`src/rtl/y86_pipe_stage_reg.sv`:
```
// Generic Y86 pipeline boundary register: load / stall / bubble with a valid bit,
// saturating stall/bubble event counters, a consecutive-stall watchdog and a sticky conflict flag.
module y86_pipe_stage_reg #(
    parameter int         DATA_W    = 64,
    parameter int         NUM_VALS  = 3,
    parameter int         NUM_REGS  = 4,
    parameter logic [3:0] NOP_ICODE = 4'h1,
    parameter logic [3:0] RNONE     = 4'hF,
    parameter logic [1:0] STAT_AOK  = 2'd0,
    parameter int         CNT_W     = 16,
    parameter int         MAX_STALL = 8
) (
    input  logic                         clk,
    input  logic                         rst,
    input  logic                         stall,
    input  logic                         bubble,
    input  logic [1:0]                   in_stat,
    input  logic [3:0]                   in_icode,
    input  logic [3:0]                   in_ifun,
    input  logic [NUM_VALS*DATA_W-1:0]   in_vals,
    input  logic [NUM_REGS*4-1:0]        in_regs,
    output logic [1:0]                   out_stat,
    output logic [3:0]                   out_icode,
    output logic [3:0]                   out_ifun,
    output logic [NUM_VALS*DATA_W-1:0]   out_vals,
    output logic [NUM_REGS*4-1:0]        out_regs,
    output logic                         out_valid,
    output logic [CNT_W-1:0]             stall_cnt,
    output logic [CNT_W-1:0]             bubble_cnt,
    output logic                         stall_timeout,
    output logic                         conflict
);

    localparam logic [CNT_W-1:0] CNT_MAX = {CNT_W{1'b1}};
    localparam logic [CNT_W-1:0] RUN_MAX = CNT_W'(MAX_STALL);

    typedef struct packed {
        logic [1:0]                         stat;
        logic [3:0]                         icode;
        logic [3:0]                         ifun;
        logic [NUM_VALS-1:0][DATA_W-1:0]    vals;
        logic [NUM_REGS-1:0][3:0]           regs;
    } stage_t;

    stage_t           nop_c, in_c;
    stage_t           st_q, st_d;
    logic             vld_q, vld_d;
    logic [CNT_W-1:0] stall_cnt_q, stall_cnt_d;
    logic [CNT_W-1:0] bubble_cnt_q, bubble_cnt_d;
    logic [CNT_W-1:0] run_q, run_d;
    logic             timeout_q, timeout_d;
    logic             conflict_q, conflict_d;

    // Bubble and reset contents: a NOP with no register destinations.
    always_comb begin
        nop_c       = '0;
        nop_c.stat  = STAT_AOK;
        nop_c.icode = NOP_ICODE;
        for (int k = 0; k < NUM_REGS; k++) begin
            nop_c.regs[k] = RNONE;
        end
    end

    always_comb begin
        in_c       = '0;
        in_c.stat  = in_stat;
        in_c.icode = in_icode;
        in_c.ifun  = in_ifun;
        in_c.vals  = in_vals;
        in_c.regs  = in_regs;
    end

    always_comb begin
        st_d         = st_q;
        vld_d        = vld_q;
        stall_cnt_d  = stall_cnt_q;
        bubble_cnt_d = bubble_cnt_q;
        run_d        = run_q;
        conflict_d   = conflict_q;
        if (bubble) begin
            // Bubble wins over a simultaneous stall; the stall is not counted.
            st_d  = nop_c;
            vld_d = 1'b0;
            run_d = '0;
            if (bubble_cnt_q != CNT_MAX) bubble_cnt_d = bubble_cnt_q + 1'b1;
            if (stall)                   conflict_d   = 1'b1;
        end else if (stall) begin
            if (stall_cnt_q != CNT_MAX) stall_cnt_d = stall_cnt_q + 1'b1;
            if (run_q != RUN_MAX)       run_d       = run_q + 1'b1;
        end else begin
            st_d  = in_c;
            vld_d = 1'b1;
            run_d = '0;
        end
        timeout_d = (run_d == RUN_MAX);
    end

    always_ff @(posedge clk) begin
        if (rst) begin
            st_q         <= nop_c;
            vld_q        <= 1'b0;
            stall_cnt_q  <= '0;
            bubble_cnt_q <= '0;
            run_q        <= '0;
            timeout_q    <= 1'b0;
            conflict_q   <= 1'b0;
        end else begin
            st_q         <= st_d;
            vld_q        <= vld_d;
            stall_cnt_q  <= stall_cnt_d;
            bubble_cnt_q <= bubble_cnt_d;
            run_q        <= run_d;
            timeout_q    <= timeout_d;
            conflict_q   <= conflict_d;
        end
    end

    assign out_stat      = st_q.stat;
    assign out_icode     = st_q.icode;
    assign out_ifun      = st_q.ifun;
    assign out_vals      = st_q.vals;
    assign out_regs      = st_q.regs;
    assign out_valid     = vld_q;
    assign stall_cnt     = stall_cnt_q;
    assign bubble_cnt    = bubble_cnt_q;
    assign stall_timeout = timeout_q;
    assign conflict      = conflict_q;

endmodule

```
`config.mk`:
```
export PLATFORM = sky130hd
export DESIGN_NAME = y86_pipe_stage_reg
export DESIGN_NICKNAME = d
export VERILOG_FILES = /design/src/rtl/y86_pipe_stage_reg.sv
export SDC_FILE = /design/constraint.sdc
export NUM_CORES = 1
export LEC_CHECK = 0
export ABC_AREA = 1
export CAP_MARGIN = 25
export CORE_AREA = 2 2 183 185
export CTS_CLUSTER_DIAMETER = 60
export DETAILED_ROUTE_END_ITERATION = 16
export DIE_AREA = 0 0 185 187
export PLACE_DENSITY = 0.67
export SYNTH_ARGS = -nofsm -noshare
export SYNTH_HDL_FRONTEND = slang
export SYNTH_SLANG_ARGS = --single-unit
```
`constraint.sdc`:
```
create_clock -name clk -period 1.9 [get_ports clk]
set_clock_uncertainty 0.05 [all_clocks]
set_input_delay 0.57 -clock clk [delete_from_list [all_inputs] [get_ports clk]]
set_output_delay 0.57 -clock clk [all_outputs]
set_load 0.05 [all_outputs]
```
* Word level (Yosys, flattened, before mapping)
Index checks and enable logic that the tools add are counted.
** Storage, ports and cells
- Register bits :: 269
- Output and inout port bits :: 253
- Bits of input ports :: 222
- Logic and storage cells :: 31
** Cells by class
- Equality and inequality tests :: 4
- Mux-type cells :: 3
- Bitwise gates (word level) :: 1
- Reduce and logical (&&, ||, !) cells :: 4
- Add/sub/neg operators :: 3
** Operator list (count)
- adder 16 x 1 -> 16 bit (second input constant) :: 3
- two-way mux 16 bit :: 3
- != test 16 bit (second input constant) :: 2
- equality test 16 x 4 -> 1 bit (second input constant) :: 1
- != test 16 x 4 -> 1 bit (second input constant) :: 1
- AND reduction 2 bit :: 2
- AND reduction 3 bit :: 1
- OR reduction 2 bit :: 1
- inverter 1 bit :: 1

* Logic depth before layout (Yosys ltp)
Gate-level depths: netlist (run 1).
- Word-level depth :: 5
- Depth in mapped cells :: 13

* Worst setup path after synthesis (run 1)
No wires, ideal clock.
- Path type :: flip-flop to flip-flop
- Start point :: register stall_cnt_q[0] (netlist: stall_cnt[0])
- End point :: register stall_cnt_q[3] (netlist: stall_cnt[3])
- Setup time :: 0.146 ns
- Period minus slack after synthesis :: 2.008 ns
- Arrival :: 1.811 ns
- Slack :: -0.108 ns
- Cell stages (with the launch flop) :: 10
- Cells stage by stage :: dfxtp_1 -> ha_1 -> nand3_1 -> nor2_1 -> nand3_1 -> nand2_1 -> buf_2 -> nor2_1 -> o21ai_1 -> a21oi_1
** On the way
- Word-level cells in the longest chain between the ends :: 2
- Elaborated cells between the ends (all ways) :: 3
** RTL lines
- start: declaration :: line 48 : logic [CNT_W-1:0] stall_cnt_q, stall_cnt_d;
- start signal: assignment :: line 110 : stall_cnt_q <= stall_cnt_d;
- branches (longest 2 deep; another with adder 16 x 1 -> 16 bit)
Parallel ways; which one is timed is not known.
A chain may end at the register's enable or synchronous reset.

* Worst setup path after layout (run 1)
- Start point :: register bubble_cnt_q[7] (netlist: bubble_cnt[7])
- End point :: output port bubble_cnt[7]
** RTL lines
- start: declaration :: line 49 : logic [CNT_W-1:0] bubble_cnt_q, bubble_cnt_d;
- start signal: assignment :: line 111 : bubble_cnt_q <= bubble_cnt_d;
- end: declaration :: line 29 : output logic [CNT_W-1:0] bubble_cnt,
No word-level cell between the ends.

==> results.ini, run 1 <==
[outcome]
status = finished clean

[power_and_ir_drop]
power_mw = 14.5
peakVddDrop_mv = 0.661
leakagePower_nw = 6.85
power.density_nw_per_um2 = 874

[yosys]
synth_mux_area_share_pct = 0
ys_warn_count = 0
synth-async-reset-ratio_pct = 0
synth_nets = 1599
netlist_area_um2 = 10200
synth-seq-cells = 269
synth-simple-area-share_pct = 28.1
avgSynthCellArea_um2 = 7.45
synth_fa_ha_area_share_pct = 0.489
synth_edf_count = 0
yosysSeqAreaShare_pct = 52.6
synth_top_area_share_pct = 52.6
synth_commonest_cells = nand2_1 (531), dfxtp_1 (269), a21oi_1 (227)
ys.flop_type = dfxtp_1
synth_top_family_by_area = simple AND/OR/NAND/NOR gates
synthXorXnorAreaFrac_pct = 1.37
synth_top_area_cell = dfxtp_1
ys_top_cells_by_area = dfxtp_1 (53%), nand2_1 (19%), a21oi_1 (11%)
synthCells = 1373
synth_most_common_cell = nand2_1
synth-compound-area-share_pct = 12.2
yosys.cell_types.count = 31

[global_route]
antenna_found_initial = 0
grt.total_usage_pct = 19.5
grt_max_degree = 81
grt_pass1_wl_mm = 53.9
grt_pass1_vias = 10009
grt-ovfl-total = 0

[worst_setup_path]
crit_required_ps = 1280
regToRegStartpoint = stall_cnt[1]
reg2reg_setup_slack_ps = 140
r2r.worst_path.cells = 7
crit_slowest_cell = dfxtp_1
path_cells = buf_4 -> buf_12
crit_family = flip-flops
crit_buf_inv = 2
start_kind = register
cp_max_fo = 5
setup.worst_path.end_class = output pin
crit_type = reg -> out
cp.arrival_ps = 1200
r2r-end = stall_cnt[12]
max_stage_delay_ps = 410

[place]
pre_cts_slack_ps = -279
gp_congestion = 0.894
placed_area_um2 = 15500
port-buffer-count = 474
hpwl_mm = 26.3
placedCellCount = 2269

[sta]
final-setup-viol-count = 0
period_share_pct = 95.9
finalHoldViolations = 0
hold_slack_ps = 406
grt_setup_unrepaired = no
finalMaxSlewViolations = 0
slew_headroom_pct = 72.2
worst_pin_slew_ps = 418
timing.fmax_mhz = 549
layout_min_cycle_time_ps = 1820
setup_ws_ps = 78.5

[layout]
final_cell_area_um2 = 16600
area_growth_pct = 62.7
nets = 2084
diodes = 0
drive_gt1_share_pct = 20.5
n_fill_cell = 3165
fin_cells = 2328

[worst_hold_path]
hp-class = reg -> reg
holdPathStages = 2
hp-start = out_vals[36]
holdPathEnd = out_vals[36]

[floorplanning]
die_h_um = 187
rows = 67
die_w_um = 185
core_area_um2 = 32900
die_area_um2 = 34600
io_pins = 475
start_util_pct = 31.1

[clock_network]
cts_buffer_depth = 3
post_cts_buffers = 0
clkSinkCount = 269
cts_root_buf = clkbuf_16
cts_tree = yes
cts_buffers = 35
path_clk_slew_ps = 50
clk-insertion-delay-late_ps = 490
h-tree-depth = 2

[detailed_routing]
wl_per_cell_um = 15.3
vias_per_cell = 4.57
drtAntennaViolNets = 0
drt-total-wl_mm = 35.6
drc = 0
vias = 10643
drtIter0Drc = 621
dr.pass1.iters = 4

[flow_run]
drv_cap = 0

## worst max path at each step
stage,slack (ps),end,depth (start not counted),from
6_report,80,bubble_cnt[7],2,bubble_cnt[7]
5_1_grt,6,bubble_cnt[7],2,bubble_cnt[7]
4_1_cts,30,stall_cnt[14],8,stall_cnt[1]
3_5_place_dp,-280,stall_cnt[7],7,bubble
3_3_place_gp,-260,stall_cnt[7],7,bubble
2_1_floorplan,50,bubble_cnt[15],9,bubble_cnt[4]
## routing by layer
metal	vias to the layer above	GRT usage, %	share of wire (%)
met5	-	0	0
met4	0	6.56	3.0
met3	64	6.41	9.3
met2	389	33.3	47
met1	4815	22.9	40
li1	5375	-	-
## cell families (layout without fill, tap and decap cells)
| family | after synthesis | after routing |
|---|---|---|
| adders and majority gates | 4 | 4 |
| xor gates and xnor gates | 16 | 16 |
| DFF | 269 | 269 |
| buffers and inverters | 133 | 640 |
| AOI/OAI and AO/OA | 248 | 248 |
| and+or+nand+nor | 703 | 703 |
## registers in the layout (all words and copies together) (netlist names)
name and count:
out_vals 192, bubble_cnt 16, out_regs 16, run_q 16, stall_cnt 16, out_icode 4, out_ifun 4, out_stat 2
conflict 1, out_valid 1, stall_timeout 1
## where the power goes
group | internal (mW) | leakage, nW | switching [mW]
Combinational | 0.806 | 4.09 | 1.13
Clock | 4.24 | 0.571 | 2.47
Sequential | 5.80 | 2.19 | 0.0917
## worst reg2reg max path, stage by stage (launching register included)
cell	delay (ps)
dfxtp_2	370
ha_1	240
nand2_1	80
nor3_1	330
nand2_1	100
nor4_1	240
xor2_1	190
nor2_1	50
## metrics by stage
step	TNS, ps	utilization (%)
global placement	-3950	47.1
floorplan	0	-
CTS	0	50.6
detailed placement	-6480	47.1
finish	0	50.6
global route	0	50.6
## final cells by class
class / instances / area [um^2] / area share [%]
clock buffers: 50 / 1000 / 6.04
well taps: 448 / 561 / 3.37
repair buffers: 529 / 5000 / 30.0
multi-input cells: 971 / 4310 / 25.9
inverters: 52 / 205 / 1.23
flip-flops and latches: 269 / 5390 / 32.4
clock inverters: 9 / 169 / 1.01
## what timing repair did
action                                  4_1_cts  5_1_grt
resized for setup                             0        1
endpoints found under the setup margin        0       11
hold buffers                                  0        0
## layout by cell type (no fill, tap or decap), types with 3 or more instances in the layout
master             n
inv_1             49
nand2_1          530
clkbuf_16         37
clkdlybuf4s50_1  220
o21ai_1            4
nor2_1            73
nor2_4             5
a21oi_1          227
nor3_1            13
buf_12            38
nor2_2             3
bufinv_16          4
nand3_1           54
nand2_2            3
xor2_1            10
inv_6              3
xnor2_1            6
dfxtp_1          265
clkbuf_8           3
ha_1               4
nor3_2             5
o21ai_0           13
buf_4            270
clkbuf_1          10
nand4_1           10
dfxtp_2            4
(Power assumes the default switching activity.)
==> inputs of run 2 (changes only) <==
--- a/config.mk
+++ b/config.mk
@@ -6,7 +6,6 @@
 export NUM_CORES = 1
 export LEC_CHECK = 0
 export ABC_AREA = 1
-export CAP_MARGIN = 25
 export CORE_AREA = 2 2 183 185
 export CTS_CLUSTER_DIAMETER = 60
 export DETAILED_ROUTE_END_ITERATION = 16
==> results of run 2 <==
No change in the layout: final DEF, timing and power equal those of run 1.
